**src/rtl/pwc_pkg.sv**
```systemverilog
// Shared types and constants for the pixel write combiner.
package pwc_pkg;

    localparam int unsigned BURST_PIXELS  = 8;
    localparam int unsigned BEAT_PIXELS   = BURST_PIXELS / 2;
    localparam int unsigned TAG_W         = 27;
    localparam int unsigned SLOT_W        = 3;
    localparam int unsigned PX_W          = 32;
    localparam int unsigned BYTES_PER_PX  = PX_W / 8;
    localparam int unsigned AF_ADDR_W     = 31;
    localparam int unsigned WDF_W         = 128;
    localparam int unsigned MASK_W        = 16;

    typedef enum logic [2:0] {
        EMPTY,
        FILL,
        DRAIN_AF,
        DRAIN_W0,
        DRAIN_W1
    } pwc_state_e;

endpackage

```
**src/rtl/pwc_burst_buffer.sv**
```systemverilog
// One 32-byte burst: 8 pixel slots, valid vector and tag.
// Presents both 128-bit write-data beats and their byte masks combinationally.
module pwc_burst_buffer
    import pwc_pkg::*;
(
    input  logic                    clk,
    input  logic                    rst,
    input  logic                    clear,
    input  logic                    wr_en,
    input  logic                    load_tag,
    input  logic [SLOT_W-1:0]       wr_slot,
    input  logic [PX_W-1:0]         wr_data,
    input  logic [TAG_W-1:0]        wr_tag,
    output logic [TAG_W-1:0]        tag,
    output logic [BURST_PIXELS-1:0] valid,
    output logic [WDF_W-1:0]        beat0_data,
    output logic [WDF_W-1:0]        beat1_data,
    output logic [MASK_W-1:0]       beat0_mask,
    output logic [MASK_W-1:0]       beat1_mask
);

    logic [PX_W-1:0]         slot_q [BURST_PIXELS];
    logic [BURST_PIXELS-1:0] valid_q;
    logic [BURST_PIXELS-1:0] valid_d;
    logic [TAG_W-1:0]        tag_q;

    // Clear and write may coincide: the written slot becomes the only valid one.
    always_comb begin
        valid_d = clear ? '0 : valid_q;
        if (wr_en) valid_d[wr_slot] = 1'b1;
    end

    always_ff @(posedge clk or negedge rst) begin
        if (!rst) begin
            valid_q <= '0;
            tag_q   <= '0;
            for (int unsigned i = 0; i < BURST_PIXELS; i++) slot_q[i] <= '0;
        end else begin
            valid_q <= valid_d;
            if (load_tag) tag_q <= wr_tag;
            if (wr_en) slot_q[wr_slot] <= wr_data;
        end
    end

    always_comb begin
        beat0_data = '0;
        beat1_data = '0;
        beat0_mask = '1;
        beat1_mask = '1;
        for (int unsigned i = 0; i < BEAT_PIXELS; i++) begin
            beat0_data[PX_W*i +: PX_W]                 = slot_q[i];
            beat1_data[PX_W*i +: PX_W]                 = slot_q[i+BEAT_PIXELS];
            beat0_mask[BYTES_PER_PX*i +: BYTES_PER_PX] = {BYTES_PER_PX{~valid_q[i]}};
            beat1_mask[BYTES_PER_PX*i +: BYTES_PER_PX] = {BYTES_PER_PX{~valid_q[i+BEAT_PIXELS]}};
        end
    end

    assign tag   = tag_q;
    assign valid = valid_q;

endmodule

```
**src/rtl/pixel_write_combiner.sv**
```systemverilog
// Merges single-pixel writes into 32-byte bursts for the DDR2 address/write-data FIFOs.
// Optional idle auto-flush enabled by defining PWC_TIMEOUT_EN.
module pixel_write_combiner
    import pwc_pkg::*;
#(
    parameter int unsigned TIMEOUT = 64
) (
    input  logic                 clk,
    input  logic                 rst,
    input  logic                 px_valid,
    output logic                 px_ready,
    input  logic [31:0]          px_addr,
    input  logic [PX_W-1:0]      px_data,
    input  logic                 flush,
    output logic                 idle,
    input  logic                 af_full,
    output logic [AF_ADDR_W-1:0] af_addr_din,
    output logic                 af_wr_en,
    input  logic                 wdf_full,
    output logic [WDF_W-1:0]     wdf_din,
    output logic [MASK_W-1:0]    wdf_mask_din,
    output logic                 wdf_wr_en
);

    pwc_state_e state_q, state_d;

    logic px_ready_q, idle_q;
    logic accept, hit, full_after, timeout_fire;

    logic [TAG_W-1:0]  px_tag;
    logic [SLOT_W-1:0] px_slot;

    logic              pend_valid_q, pend_valid_d;
    logic [TAG_W-1:0]  pend_tag_q;
    logic [SLOT_W-1:0] pend_slot_q;
    logic [PX_W-1:0]   pend_data_q;
    logic              pend_load, pend_clear;

    logic                    buf_wr_en, buf_load_tag, buf_clear, wr_from_pend;
    logic [SLOT_W-1:0]       buf_wr_slot;
    logic [PX_W-1:0]         buf_wr_data;
    logic [TAG_W-1:0]        buf_wr_tag;
    logic [TAG_W-1:0]        buf_tag;
    logic [BURST_PIXELS-1:0] buf_valid;
    logic [WDF_W-1:0]        beat0_data, beat1_data;
    logic [MASK_W-1:0]       beat0_mask, beat1_mask;

    logic unused_addr_lsb;
    assign unused_addr_lsb = ^px_addr[1:0];

    assign px_tag     = px_addr[31:5];
    assign px_slot    = px_addr[4:2];
    assign accept     = px_valid && px_ready_q;
    assign hit        = (px_tag == buf_tag);
    assign full_after = &(buf_valid | (BURST_PIXELS'(1) << px_slot));

`ifdef PWC_TIMEOUT_EN
    localparam int unsigned TO_W = $clog2(TIMEOUT + 1);
    logic [TO_W-1:0] to_cnt_q;

    // Fires on the TIMEOUT-th consecutive idle cycle in FILL.
    assign timeout_fire = (state_q == FILL) && !accept && (to_cnt_q == TO_W'(TIMEOUT - 1));

    always_ff @(posedge clk or negedge rst) begin
        if (!rst)                           to_cnt_q <= '0;
        else if (state_q != FILL || accept) to_cnt_q <= '0;
        else                                to_cnt_q <= to_cnt_q + TO_W'(1);
    end
`else
    localparam int unsigned timeout_unused = TIMEOUT;
    assign timeout_fire = 1'b0;
`endif

    always_ff @(posedge clk or negedge rst) begin
        if (!rst) begin
            state_q    <= EMPTY;
            px_ready_q <= 1'b0;
            idle_q     <= 1'b1;
        end else begin
            state_q    <= state_d;
            px_ready_q <= (state_d == EMPTY) || (state_d == FILL);
            idle_q     <= (state_d == EMPTY) && !pend_valid_d;
        end
    end

    always_comb begin
        state_d      = state_q;
        buf_wr_en    = 1'b0;
        buf_load_tag = 1'b0;
        buf_clear    = 1'b0;
        wr_from_pend = 1'b0;
        pend_load    = 1'b0;
        pend_clear   = 1'b0;
        af_wr_en     = 1'b0;
        wdf_wr_en    = 1'b0;
        case (state_q)
            EMPTY: begin
                if (accept) begin
                    buf_wr_en    = 1'b1;
                    buf_load_tag = 1'b1;
                    state_d      = FILL;
                end
            end
            FILL: begin
                if (accept && hit) begin
                    buf_wr_en = 1'b1;
                    if (full_after || flush) state_d = DRAIN_AF;
                end else if (accept) begin
                    pend_load = 1'b1;
                    state_d   = DRAIN_AF;
                end else if (flush || timeout_fire) begin
                    state_d = DRAIN_AF;
                end
            end
            DRAIN_AF: begin
                af_wr_en = !af_full;
                if (!af_full) state_d = DRAIN_W0;
            end
            DRAIN_W0: begin
                wdf_wr_en = !wdf_full;
                if (!wdf_full) state_d = DRAIN_W1;
            end
            DRAIN_W1: begin
                wdf_wr_en = !wdf_full;
                if (!wdf_full) begin
                    buf_clear = 1'b1;
                    if (pend_valid_q) begin
                        buf_wr_en    = 1'b1;
                        buf_load_tag = 1'b1;
                        wr_from_pend = 1'b1;
                        pend_clear   = 1'b1;
                        state_d      = FILL;
                    end else begin
                        state_d = EMPTY;
                    end
                end
            end
            default: state_d = EMPTY;
        endcase
    end

    always_comb begin
        pend_valid_d = pend_valid_q;
        if (pend_load)       pend_valid_d = 1'b1;
        else if (pend_clear) pend_valid_d = 1'b0;
    end

    always_ff @(posedge clk or negedge rst) begin
        if (!rst) begin
            pend_valid_q <= 1'b0;
            pend_tag_q   <= '0;
            pend_slot_q  <= '0;
            pend_data_q  <= '0;
        end else begin
            pend_valid_q <= pend_valid_d;
            if (pend_load) begin
                pend_tag_q  <= px_tag;
                pend_slot_q <= px_slot;
                pend_data_q <= px_data;
            end
        end
    end

    assign buf_wr_slot = wr_from_pend ? pend_slot_q : px_slot;
    assign buf_wr_data = wr_from_pend ? pend_data_q : px_data;
    assign buf_wr_tag  = wr_from_pend ? pend_tag_q  : px_tag;

    pwc_burst_buffer u_buf (
        .clk        (clk),
        .rst        (rst),
        .clear      (buf_clear),
        .wr_en      (buf_wr_en),
        .load_tag   (buf_load_tag),
        .wr_slot    (buf_wr_slot),
        .wr_data    (buf_wr_data),
        .wr_tag     (buf_wr_tag),
        .tag        (buf_tag),
        .valid      (buf_valid),
        .beat0_data (beat0_data),
        .beat1_data (beat1_data),
        .beat0_mask (beat0_mask),
        .beat1_mask (beat1_mask)
    );

    // Address bit 31 takes part in the tag compare but is not part of the FIFO address.
    assign af_addr_din  = {buf_tag[TAG_W-2:0], 5'b00000};
    assign wdf_din      = (state_q == DRAIN_W1) ? beat1_data : beat0_data;
    assign wdf_mask_din = (state_q == DRAIN_W1) ? beat1_mask : beat0_mask;
    assign px_ready     = px_ready_q;
    assign idle         = idle_q;

endmodule

```
**config.mk**
```make
export PLATFORM = sky130hd
export DESIGN_NAME = pixel_write_combiner
export DESIGN_NICKNAME = d
export VERILOG_FILES = /design/src/rtl/pwc_pkg.sv /design/src/rtl/pwc_burst_buffer.sv /design/src/rtl/pixel_write_combiner.sv
export SDC_FILE = /design/constraint.sdc
export NUM_CORES = 1
export LEC_CHECK = 0
export ABC_AREA = 1
export CORE_MARGIN = 2
export CORE_UTILIZATION = 30
export DETAILED_ROUTE_END_ITERATION = 12
export PLACE_DENSITY = 0.6
export SLEW_MARGIN = 20
export SYNTH_ARGS = -nofsm -noshare
export SYNTH_HDL_FRONTEND = slang
export SYNTH_HIERARCHICAL = 1
export SYNTH_SLANG_ARGS = --single-unit
export TNS_END_PERCENT = 10
```
**constraint.sdc**
```tcl
create_clock -name clk -period 3.4 [get_ports clk]
set_input_delay 0.68 -clock clk [delete_from_list [all_inputs] [get_ports clk]]
set_output_delay 0.68 -clock clk [all_outputs]
set_load 0.05 [all_outputs]
```
==> metrics, run 1 <==
setup TNS 0 ps; Max Clock Skew 28.55 ps; Synth Area in Compound Gates 5.251%; # fillers 5696; Vias 15450; Max H-tree Level 2; Critical Path AT 2510 ps; Port Buffers 241; CTS max path bufs 3; final slew viol count 0; synth warn 6; Hold Fails Final Rpt 0; most common cell after layout, fill and taps aside nand2_1; Worst-Skew Late Latency 590 ps; DR pass1 iterations 5; Routed WL 55480 um; Num CTS Buffers 42; Initial Utilization 30.20%; post-synthesis simple-gate area fraction 33.00%; syn avg cell area 7.397 um2; initial antenna violation count 6; Floorplan Core Area 57370 um2; main combinational cell family by area after synthesis simple AND/OR/NAND/NOR gates; first-pass GRT wire length 86530 um; Final #Nets 2583; gr usage total 18.48%; largest net degree at the start of global routing 129; sequential cell area 8985 um2; PD cells 1091 nW/um2; fmax 0.3134 GHz; Sink Count 359; hold_ws 54.12 ps; Crit Path Category flip-flop to primary output; vias in the first global route 15040; post-route ant nets 0; Rows 88; XOR/XNOR Fraction of Synth Area 1.315%; Worst setup EP type primary output; Die X 244.3 um; area growth from synthesis to layout 32.00%; clock root cell clkbuf_16; post-synthesis mux area share 0%; MaxCap Viol Count 0; Worst-path clk slew 60 ps; flops & latches, synth 359; period utilisation layout 93.84%; Multi-input gate area 6900 um2; total die area 59680 um2; main flop type after synthesis dfrtp_1; # setup viols final 0; commonest non-fill, non-tap cells in the layout 1289 x nand2_1, 358 x dfrtp_1, 134 x nand3_1; Hold WC Path Type input pin to async pin; Seq/Total Area, Yosys 51.87%; actual slew at the worst max-slew pin 861.7 ps; Syn Inst Count 2342; FFs w/ async S/R, synth 100.0%; Die Y-Extent 244.3 um; CP max FO 16; gr ovfl total 0; Via-to-Cell Ratio 4.661; share of cells above drive strength 1 11.36%; crit start category flip-flop; Max-slew headroom 42.17%; EDFF count, synth 0; RSZ-0062 raised after global routing no; status finished, final reports clean; CTS tree yes; GP Congestion 0.8285; synthesized cell area 17320 um2; HPWL after detailed placement 35210 um; post-route minimum period 3191 ps; WL per Instance 16.74 um; leakage power 11.88 nW; # IOs 249; post-synthesis adder-cell area fraction 0%; Iteration-0 DRC Markers 1283; # DRC 0; Peak supply drop 0.0009020 V; Synth cell types 35; CP required 2720 ps
-- worst paths after layout --
path                                                        from                               end  slack [ps]  depth (start not counted)
worst max-delay path                        state_q[1]$_DFF_PN0_                   wdf_mask_din[0]         210                          7
worst min-delay path                                         rst          u_buf/tag[2]$_DFFE_PN0P_          50                          1
worst max register to register              state_q[1]$_DFF_PN0_          u_buf/valid[7]$_DFF_PN0_         560                         14
worst min register to register  u_buf/beat0_data[39]$_DFFE_PN0P_  u_buf/beat0_data[39]$_DFFE_PN0P_         470                          2
max in group asynchronous                                    rst  u_buf/beat1_data[40]$_DFFE_PN0P_        2350                          2
min in group clk                u_buf/beat0_data[39]$_DFFE_PN0P_  u_buf/beat0_data[39]$_DFFE_PN0P_         470                          2
-- stage by stage --
| step | cells | area (um2) | setup WS (ps) | utilization (%) | power [mW] |
|---|---|---|---|---|---|
| floorplan | 2346 | 17340 | 522.0 | - | 14.86 |
| CTS | 3307 | 22820 | 171.5 | 39.78 | 25.14 |
| finish | 3314 | 22870 | 209.3 | 39.86 | 24.94 |
| global placement | 3229 | 21320 | 131.7 | 37.17 | 20.05 |
| global route | 3314 | 22870 | 21.17 | 39.86 | 26.38 |
| detailed placement | 3229 | 21320 | 130.9 | 37.17 | 20.32 |
-- cell type report --
cell class / instances / area share, %
clock inverter: 16 / 1.040
antenna: 6 / 0.06566
inverter: 129 / 2.134
clock buffer: 58 / 5.166
tap: 765 / 4.186
timing repair buffer: 309 / 17.94
sequential: 359 / 39.29
multi-input combinational: 1672 / 30.18
-- synthesized netlist by cell type (all sizes together) (4+ instances only) --
master,instances,area share (%)
nand2,1291,28
dfrtp,358,52
o21ai,162,4.7
nand3,134,3.9
inv,127,2.8
buf,94,3.6
clkbuf,92,2.1
nor2,33,0.87
xnor2,20,1.0
o21bai,6,0.26
xor2,6,0.30
nor3,4,0.14
-- where the power goes --
| group | total, mW | internal, mW | switching [mW] | leakage (nW) |
|---|---|---|---|---|
| registers | 7.35 | 6.23 | 1.12 | 4.59 |
| clock network | 4.64 | 2.75 | 1.89 | 0.693 |
| logic | 12.9 | 4.81 | 8.14 | 6.60 |
-- critical path, cell delays in order, from the launching register on --
cell and delay [ps]:
dfrtp_1 420, nor2_1 150, inv_2 70, nor2_4 200, buf_12 170, nand2_1 50, nand2_1 70, clkdlybuf4s50_1 800
-- cells by family after synthesis --
logic type / Yosys count
other: 1
AO/OA/AOI/OAI: 176
AND/OR/NAND/NOR: 1465
XOR/XNOR: 26
flip-flops: 359
buffers and inverters: 315
-- metal layers --
| layer | vias up | GRT usage, % | wire (um) |
|---|---|---|---|
| met3 | 122 | 3.194 | 3259 |
| li1 | 7446 | - | - |
| met1 | 7351 | 23.71 | 23180 |
| met2 | 528 | 30.50 | 26600 |
| met5 | - | 0 | 0 |
| met4 | 0 | 8.303 | 2435 |
-- flip-flops by register name, summed over array words and instances, names as in the netlist --
name              flops
pend_tag_q           27
px_ready              1
state_q               3
u_buf/beat1_data    128
pend_slot_q           3
pend_data_q          32
u_buf/beat0_data    128
u_buf/tag            27
idle                  1
pend_valid_q          1
u_buf/valid           8
-- repair_timing --
| item | CTS | global route |
|---|---|---|
| gates resized for setup | 1 | 1 |
| hold buffers | 0 | 0 |
| setup endpoints to repair | 42 | 3 |
| pin swaps | 1 | 0 |
| buffers inserted | 3 | 0 |
| gates cloned | 1 | 1 |
Note: power is estimated with default switching activity, not from simulation.
==> inputs of run 2 (changes only) <==
--- a/config.mk
+++ b/config.mk
@@ -9,7 +9,7 @@
 export CORE_MARGIN = 2
 export CORE_UTILIZATION = 30
 export DETAILED_ROUTE_END_ITERATION = 12
-export PLACE_DENSITY = 0.6
+export PLACE_DENSITY = 0.62
 export SLEW_MARGIN = 20
 export SYNTH_ARGS = -nofsm -noshare
 export SYNTH_HDL_FRONTEND = slang
==> constraint.sdc (replaced) <==
create_clock -name clk -period 2.7 [get_ports clk]
set_input_delay 0.54 -clock clk [delete_from_list [all_inputs] [get_ports clk]]
set_output_delay 0.54 -clock clk [all_outputs]
set_load 0.05 [all_outputs]
==> metrics, run 2 (synthesized netlist as in run 1, its figures left out) <==
worst path cell trace nor2_1 > inv_2 > nor2_4 > buf_12 > inv_8 > buf_16 > nand2_1 > nand2_2 > buf_12; gr usage total 18.61%; most common cell after layout, fill and taps aside nand2_1; Worst setup EP type primary output; Rows 88; Max-slew headroom 63.47%; pre-CTS setup slack -256.7 ps; # fillers 5603; CP top delay family buffers and inverters; fmax 0.3805 GHz; post-route minimum period 2628 ps; Iteration-0 DRC Markers 1088; Gate power share 54.5%; initial antenna violation count 4; vias in the first global route 14750; internal power 18.31 mW; first-pass GRT wire length 86750 um; Worst-path clk slew 60 ps; status finished, final reports clean; CP peak stage delay 400 ps; share of cells above drive strength 1 16.86%; Num CTS Buffers 41; total die area 59680 um2; Vias 15300; post-route ant nets 0; Sink Count 359; CTS max path bufs 3; switching pwr 14.24 mW; period utilisation layout 97.34%; Final WS setup 71.81 ps; Critical Path AT 2090 ps; actual slew at the worst max-slew pin 548.0 ps; HPWL after detailed placement 35670 um; switch share 43.76%; Die Y-Extent 244.3 um; gr ovfl total 0; leakage power 12.40 nW; Worst Path Buf+Inv 5; CTS tree yes; Worst-Skew Late Latency 560 ps; Hold WC Path Type flip-flop to flip-flop; Max H-tree Level 2; # IOs 249; Max Clock Skew 21.52 ps; Initial Utilization 30.20%; GP Congestion 0.8074; clock root cell clkbuf_16; Critical Path Slowest Stage Cell dfrtp_1; commonest non-fill, non-tap cells in the layout 1216 x nand2_1, 357 x dfrtp_1, 176 x buf_12; Die X 244.3 um; Multi-input gate area 7099 um2; RSZ-0062 raised after global routing yes; sequential power share 28.3%; crit-path most repeated cell buf_12; Port Buffers 241; Finished Core Util 42.22%; sequential cell area 8986 um2; Crit Path Category flip-flop to primary output; final slew viol count 0; Floorplan Core Area 57370 um2; Hold Fails Final Rpt 0; MaxCap Viol Count 0; # DRC 0; area growth from synthesis to layout 39.81%; # setup viols final 0; clock network fraction of total power 17.2%; Final #Nets 2645; Final Total Pwr 32.55 mW; CP max FO 37; crit start category flip-flop; Via-to-Cell Ratio 4.537; CP required 2160 ps; largest net degree at the start of global routing 80; Peak supply drop 0.0009221 V; PD cells 1344 nW/um2; Routed WL 55140 um; DR pass1 iterations 5; WL per Instance 16.35 um
-- run 2: cell types whose count changed in the layout (fill, tap and decap cells not counted), sizes merged --
cell / change
buf: +81
clkdlybuf4s50: -17
diode: -2
bufbuf: -1
bufinv: -1
clkinv: -1
clkinvlp: -1
dlygate4sd3: +1
-- run 2: cell type report --
class,count,share of cell area [%]
Sequential cell,359,37.10
Multi-Input combinational cell,1672,29.31
Timing Repair Buffer,372,22.06
Clock buffer,59,4.851
Tap cell,765,3.952
Inverter,129,2.035
Clock inverter,13,0.6406
Antenna cell,4,0.04133
-- run 2: power groups by stage --
stage                     clock network, mW  registers (mW)  logic [mW]
after global placement                    0            9.20        17.3
after CTS                              5.74            9.21        17.9
after detailed placement                  0            9.26        17.4
after floorplan                           0            9.67        9.05
after global routing                   5.97            9.55        18.9
final                                  5.60            9.21        17.7
-- run 2: worst paths after layout --
kind	endpoint	slack, ps	startpoint	cells past startpoint
hold / removal	u_buf/beat0_data[95]$_DFFE_PN0P_	470	u_buf/beat0_data[95]$_DFFE_PN0P_	2
min in group asynchronous	pend_tag_q[2]$_DFFE_PN0P_	490	rst	2
hold reg to reg	u_buf/beat0_data[95]$_DFFE_PN0P_	470	u_buf/beat0_data[95]$_DFFE_PN0P_	2
max in group asynchronous	u_buf/beat1_data[71]$_DFFE_PN0P_	1420	rst	3
setup reg to reg	u_buf/valid[5]$_DFF_PN0_	180	state_q[2]$_DFF_PN0_	14
setup / recovery	wdf_din[61]	70	state_q[1]$_DFF_PN0_	9
-- run 2: what timing repair did --
item	in CTS	in global routing
hold buffers	1	0
buffers inserted	3	1
hold endpoints to repair	34	0
resized for setup	63	23
pin swaps	1	0
cloned	4	0
endpoints found under the setup margin	108	218
-- run 2: layer usage --
metal | vias up | routed length [um] | global-route usage (%) | share of wire [%]
met2 | 411 | 26370 | 30.55 | 48
met3 | 66 | 2911 | 3.084 | 5.3
li1 | 7588 | - | - | -
met1 | 7239 | 24530 | 25.05 | 44
met5 | - | 0 | 0 | 0
met4 | 0 | 1330 | 5.918 | 2.4
-- run 2: through the flow --
step | std cells | setup TNS, ps | hold WS (ps) | instance area [um2]
finish | 3373 | 0 | 467.6 | 24220
global route | 3373 | -73.17 | 486.6 | 24220
CTS | 3369 | 0 | 472.8 | 24170
detailed placement | 3289 | -51980 | 458.2 | 22500
global placement | 3289 | -43280 | 453.1 | 22500
floorplan | 2346 | 0 | 244.4 | 17340
-- run 2: worst reg2reg max path, delay by kind of cell (launching register included) --
| kind | cells | cell delay [ps] |
|---|---|---|
| AO/OA/AOI/OAI | 2 | 390 |
| AND/OR/NAND/NOR | 6 | 730 |
| buffers and inverters | 6 | 830 |
| flip-flops | 1 | 450 |
